[src/rtl/ysyx_icache.sv]
// rtl/ysyx_icache.sv - direct-mapped instruction cache with line refill FSM
// Define YSYX_ICACHE_BURST_EN for one burst read per line; default is one single-beat read per word.
module ysyx_icache #(
    parameter int DATA_W   = 32,
    parameter int SET_LEN  = 2,
    parameter int LINE_LEN = 1
) (
    input  logic              clk,
    input  logic              rst,
    input  logic [DATA_W-1:0] ifu_pc_i,
    input  logic              ifu_req_i,
    input  logic              fence_i,
    output logic [31:0]       inst_o,
    output logic              hit_o,
    output logic [DATA_W-1:0] ifu_araddr_o,
    output logic              ifu_arvalid_o,
    output logic [7:0]        ifu_arlen_o,
    output logic              ifu_required_o,
    input  logic [DATA_W-1:0] ifu_rdata,
    input  logic              ifu_rvalid,
    output logic [31:0]       hit_cnt_o,
    output logic [31:0]       miss_cnt_o
);

    localparam int SETS       = 2 ** SET_LEN;
    localparam int LINE_WORDS = 2 ** LINE_LEN;
    localparam int IDX_LSB    = LINE_LEN + 2;
    localparam int TAG_LSB    = SET_LEN + LINE_LEN + 2;
    localparam int TAG_W      = DATA_W - TAG_LSB;
    localparam int HI_W       = DATA_W - IDX_LSB;

    typedef enum logic [1:0] {IDLE, REQ, WAIT, DONE} state_t;

    state_t                 state;
    state_t                 state_nxt;
    logic [SETS-1:0]        valid;
    logic [TAG_W-1:0]       tags     [SETS];
    logic [DATA_W-1:0]      data_mem [SETS][LINE_WORDS];
    logic [HI_W-1:0]        base_hi;
    logic [LINE_LEN-1:0]    count;
    logic                   fence_pend;
    logic                   start;
    logic                   beat;
    logic                   unused_pc_bits;

    logic [TAG_W-1:0]       pc_tag;
    logic [SET_LEN-1:0]     pc_idx;
    logic [LINE_LEN-1:0]    pc_off;
    logic [SET_LEN-1:0]     lat_idx;
    logic [TAG_W-1:0]       lat_tag;
    logic [DATA_W-1:0]      rd_word;
    logic                   drop_line;

    assign pc_tag         = ifu_pc_i[DATA_W-1:TAG_LSB];
    assign pc_idx         = ifu_pc_i[TAG_LSB-1:IDX_LSB];
    assign pc_off         = ifu_pc_i[IDX_LSB-1:2];
    assign unused_pc_bits = ^ifu_pc_i[1:0];

    // base_hi holds {tag, idx} of the line being refilled; word offset comes from count
    assign lat_idx = base_hi[SET_LEN-1:0];
    assign lat_tag = base_hi[HI_W-1:SET_LEN];

    assign hit_o          = (state == IDLE) && valid[pc_idx] && (tags[pc_idx] == pc_tag);
    assign rd_word        = data_mem[pc_idx][pc_off];
    assign inst_o         = rd_word[31:0];
    assign ifu_araddr_o   = {base_hi, count, 2'b00};
    assign ifu_required_o = (state != IDLE);
    assign drop_line      = fence_pend || fence_i;

    always_ff @(posedge clk) begin
        if (rst) begin
            state <= IDLE;
        end else begin
            state <= state_nxt;
        end
    end

    always_comb begin
        state_nxt     = state;
        ifu_arvalid_o = 1'b0;
        ifu_arlen_o   = 8'd0;
        start         = 1'b0;
        beat          = 1'b0;
        case (state)
            IDLE: begin
                if (ifu_req_i && !hit_o && !fence_i) begin
                    start     = 1'b1;
                    state_nxt = REQ;
                end
            end
            REQ: begin
                ifu_arvalid_o = 1'b1;
`ifdef YSYX_ICACHE_BURST_EN
                ifu_arlen_o = 8'(LINE_WORDS - 1);
                state_nxt   = WAIT;
`else
                if (ifu_rvalid) begin
                    beat = 1'b1;
                    if (&count) begin
                        state_nxt = DONE;
                    end
                end
`endif
            end
            WAIT: begin
`ifdef YSYX_ICACHE_BURST_EN
                if (ifu_rvalid) begin
                    beat = 1'b1;
                    if (&count) begin
                        state_nxt = DONE;
                    end
                end
`else
                state_nxt = IDLE;
`endif
            end
            DONE: begin
                state_nxt = IDLE;
            end
            default: begin
                state_nxt = IDLE;
            end
        endcase
    end

    always_ff @(posedge clk) begin
        if (rst) begin
            valid      <= '0;
            fence_pend <= 1'b0;
            count      <= '0;
            hit_cnt_o  <= 32'd0;
            miss_cnt_o <= 32'd0;
        end else begin
            if (ifu_req_i && hit_o) begin
                hit_cnt_o <= hit_cnt_o + 32'd1;
            end
            if (start) begin
                miss_cnt_o <= miss_cnt_o + 32'd1;
                count      <= '0;
            end
            if (beat) begin
                count <= count + 1'b1;
            end
            if (state == IDLE && fence_i) begin
                valid <= '0;
            end
            if ((state == REQ || state == WAIT) && fence_i) begin
                fence_pend <= 1'b1;
            end
            // a fence seen anywhere during the refill discards everything, including this line
            if (state == DONE) begin
                fence_pend <= 1'b0;
                if (drop_line) begin
                    valid <= '0;
                end else begin
                    valid[lat_idx] <= 1'b1;
                end
            end
        end
    end

    always_ff @(posedge clk) begin
        if (start) begin
            base_hi <= ifu_pc_i[DATA_W-1:IDX_LSB];
        end
        if (beat) begin
            data_mem[lat_idx][count] <= ifu_rdata;
        end
        if (state == DONE && !drop_line) begin
            tags[lat_idx] <= lat_tag;
        end
    end

endmodule

[config.mk]
export PLATFORM = sky130hd
export DESIGN_NAME = ysyx_icache
export DESIGN_NICKNAME = d
export VERILOG_FILES = /design/src/rtl/ysyx_icache.sv
export SDC_FILE = /design/constraint.sdc
export NUM_CORES = 1
export LEC_CHECK = 0
export ABC_CLOCK_PERIOD_IN_PS = 3650
export BUFFER_PORTS_ARGS = -buffer_cell sky130_fd_sc_hd__buf_2
export CAP_MARGIN = 20
export CORE_MARGIN = 3
export CORE_UTILIZATION = 36
export DETAILED_ROUTE_END_ITERATION = 10
export MAX_ROUTING_LAYER = met4
export SETUP_SLACK_MARGIN = 0.5
export SLEW_MARGIN = 20
export SYNTH_ARGS = -nofsm -noshare
export SYNTH_HDL_FRONTEND = slang
export SYNTH_SLANG_ARGS = --single-unit
[constraint.sdc]
create_clock -name clk -period 3.65 [get_ports clk]
set_input_delay 0.73 -clock clk [delete_from_list [all_inputs] [get_ports clk]]
set_output_delay 0.73 -clock clk [all_outputs]
set_load 0.1 [all_outputs]
==> flow_summary.yaml <==
critical_path:
  worstSetupPathType: "reg2out"
  worst_r2r_path_depth: 11
  start_kind: "register"
  capturing_element_of_the_worst_setup_path: "hit_o"
  timing.critical_path.fanout_max: 2
  crit_path_end_kind: "output pin"
  timing.rr.start: "tags[2][22]"
  worst-r2r-setup-slack_ns: 0.65
  arrival_ns: 2.94
  regToRegEndpoint: "miss_cnt_o[1]"
  data_required_time_at_the_worst_endpoint_ns: 2.92
  startpoint: "tags[2][22]"
floorplan:
  placeableCoreArea_mm2: 0.05161
  fp.dieH_um: 235.3
  die_width_um: 235.3
  die-area_mm2: 0.05535
  initial_core_util_pct: 36.66
  core.rowCount: 83
  pin_count: 208
timing:
  min_period_ns: 3.670
  finalCritPeriodShare_pct: 100.5
  timing_worst_slew_pin_value_ns: 0.7699
  post-route-worst-setup-slack_ns: -0.01971
  setup-violations-final: 1
  rsz0062_at_grt: "yes"
  maxSlewViolCount: 0
  clock.fmax_mhz: 272.5
  final-hold-violation-count: 0
  finalClockSkew_ns: 0.02330
  max_slew_margin_pct: 48.67
final_layout:
  finalCoreUtilization_pct: 45.71
  finalNetCount: 1489
  fin_area_mm2: 0.02359
  layout.cells.most_common_list: "393 x edfxtp_1, 160 x buf_2, 81 x mux4_2"
  nFillCells: 4478
  area_taken_by_multi_input_logic_gates_mm2: 0.005587
  post_route_cells_drive_above_1_share_pct: 35.95
  most_frequent_standard_cell_in_the_layout_excluding_fill_and_tap_cells: "edfxtp_1"
  area_growth_syn_to_layout_pct: 24.69
  seqCellArea_mm2: 0.01325
global_route:
  grtUsageMet1_pct: 20.22
  global_route.usage.met2_pct: 25.43
  global_route_wire_length_before_repair_um: 66480
  gr-usage-met3_pct: 3.362
  grt_busiest_layer: "met2"
  grt_max_degree: 50
  first_global_vias: 11290
  grtUsageTotal_pct: 15.79
  number_of_antenna_violations_at_the_first_check_in_global_routing: 3
  gr-total-overflow: 0
yosys:
  syn_avg_cell_area_um2: 16.61
  yosys_register_bits: 465
  synth_ff_type: "edfxtp_1"
  synth_cells: 1139
  yosysUniqueCellTypes: 63
  yosysWarnings: 0
  post_synth_instance_area_mm2: 0.01892
  proportion_of_synthesized_flip_flops_having_asynchronous_set_or_reset_pct: 0
  synth-edff-count: 393
  synth_seq_area_share_pct: 69.99
route:
  dr_total_vias: 11110
  firstDrtPassIters: 6
  post_dr_vias_cell: 5.195
  routedWlPerCell_um: 20.13
  routed_wirelength_um: 43030
  residual_antenna_violating_net_count_after_detailed_routing: 0
  drc: 0
  initialDrtViolationCount: 597
pwr:
  cell_internal_pwr_mw: 9.449
  pwr-share-seq_pct: 47.5
  static-leakage-power_nw: 8.243
  power.clock.fraction_pct: 42.7
  power_switching_share_pct: 23.54
  power.combinational.fraction_pct: 9.8
  vdd_drop_max_mv: 0.4312
  p_switching_mw: 2.910
  power.density_mw_per_mm2: 523.8
cts:
  htree_num_levels: 2
  hold_fix_buffer_count_after_cts: 0
  worst_setup_hold_path_clk_slew_ns: 0.05
  clockBufferDepth: 3
  tritoncts_clock_tree: "built"
  worstSkewPairLatency_ns: 0.58
  tritoncts_buffers: 50
  cts_root_buf: "clkbuf_16"
  cts_sinks: 465
placement:
  detailed_place_hpwl_um: 26940
  place.gp.congestion: 0.8558
  io_buffer_count: 195
  placement.setup.worst_slack_ns: -0.2250
  placedInstanceArea_mm2: 0.02143
outcome:
  run_status: "finished with violations"
  failing_checks: "negative setup slack"
worst_hold_path:
  hold_path.class: "in2reg"
flow_run:
  cap_viol_max_count: 0
registers in the layout, summed over array words and instances, names as in the netlist:
signal,count
miss_cnt_o,32
data_mem,256
hit_cnt_o,32
state,2
valid,4
fence_pend,1
tags,108
base_hi,29
count,1
synthesized netlist by cell type, types with 7 or more instances:
master | n | share of area, %
a21oi_1 | 61 | 1.6
xnor2_1 | 15 | 0.69
dfxtp_1 | 72 | 7.6
inv_1 | 16 | 0.32
nand4_1 | 21 | 0.69
mux2i_1 | 29 | 1.5
o21ai_0 | 28 | 0.74
mux2_2 | 42 | 2.5
or3_1 | 16 | 0.53
edfxtp_1 | 393 | 62
nand4b_1 | 10 | 0.46
nor4_1 | 8 | 0.26
o31ai_1 | 22 | 0.87
and3_1 | 15 | 0.50
buf_4 | 16 | 0.63
nor3_1 | 12 | 0.32
or4_1 | 23 | 0.91
nor2_1 | 32 | 0.63
nand2_1 | 59 | 1.2
nand2b_1 | 7 | 0.23
buf_1 | 11 | 0.22
clkbuf_1 | 31 | 0.61
nand3_1 | 22 | 0.58
xor2_1 | 9 | 0.42
nor2b_1 | 11 | 0.36
mux4_2 | 81 | 9.6
final cells by class:
class	instances	area share (%)
antenna	3	0.03182
clock inverter	32	1.718
multi-input combinational	599	23.68
clock buffer	61	5.653
timing repair buffer	282	8.893
inverter	16	0.2545
sequential	465	56.16
tap	680	3.606
critical path: stages, from the launching register on:
cell and delay, ns:
edfxtp_1 0.39, mux4_2 0.49, a22oi_2 0.22, nand3_1 0.12
nor3_2 0.20, or4bb_4 0.59, nor2_4 0.16, buf_12 0.19
metal layers:
layer / part of all wire (%) / wire length, um / vias to the layer above
li1: - / - / 5116
met1: 43 / 18300 / 5652
met2: 50 / 21420 / 273
met3: 5.4 / 2320 / 66
met4: 2.3 / 986 / 0
met5: 0 / 0 / -
stage by stage:
step,hold slack [ns],total power [mW],instances,setup TNS (ns)
after floorplan,0.4510,6.849,1148,0
after global placement,0.4671,7.119,2037,-5.235
after detailed placement,0.4810,7.134,2037,-8.455
after CTS,0.3241,12.49,2134,-0.03013
after global routing,0.3417,12.81,2138,-0.1272
final,0.3616,12.36,2138,-0.01971
cells by family after synthesis:
group                    share of synthesized area, %
AO/OA/AOI/OAI                                   4.761
XOR/XNOR                                        1.111
adder cells (fa/ha/maj)                        0.3967
buffers and inverters                           2.215
flip-flops                                      69.99
multiplexers                                    13.67
other                                         0.01982
AND/OR/NAND/NOR                                 7.836
power groups by stage:
stage	Sequential [mW]	Combinational, mW	Clock (mW)
2_1_floorplan	6.12	0.726	0
3_3_place_gp	5.98	1.14	0
3_5_place_dp	5.99	1.15	0
4_1_cts	5.87	1.19	5.43
5_1_grt	5.88	1.27	5.66
6_report	5.87	1.21	5.28
worst min path at each step:
stage / end / cells past startpoint / start / slack (ns)
3_5_place_dp: hit_cnt_o[6] / 2 / hit_cnt_o[6] / 0.48
6_report: base_hi[9] / 1 / ifu_pc_i[12] / 0.36
5_1_grt: base_hi[9] / 1 / ifu_pc_i[12] / 0.34
3_3_place_gp: valid[2] / 2 / valid[2] / 0.47
4_1_cts: base_hi[9] / 1 / ifu_pc_i[12] / 0.32
2_1_floorplan: valid[2] / 2 / valid[2] / 0.45
repair_timing:
action,in CTS,in global routing
setup endpoints to repair,42,36
pin swaps,4,0
gates resized for setup,46,66
gates cloned,1,1
setup buffers,3,0
hold endpoints to repair,0,0
Note: power is estimated with default switching activity, not from simulation.
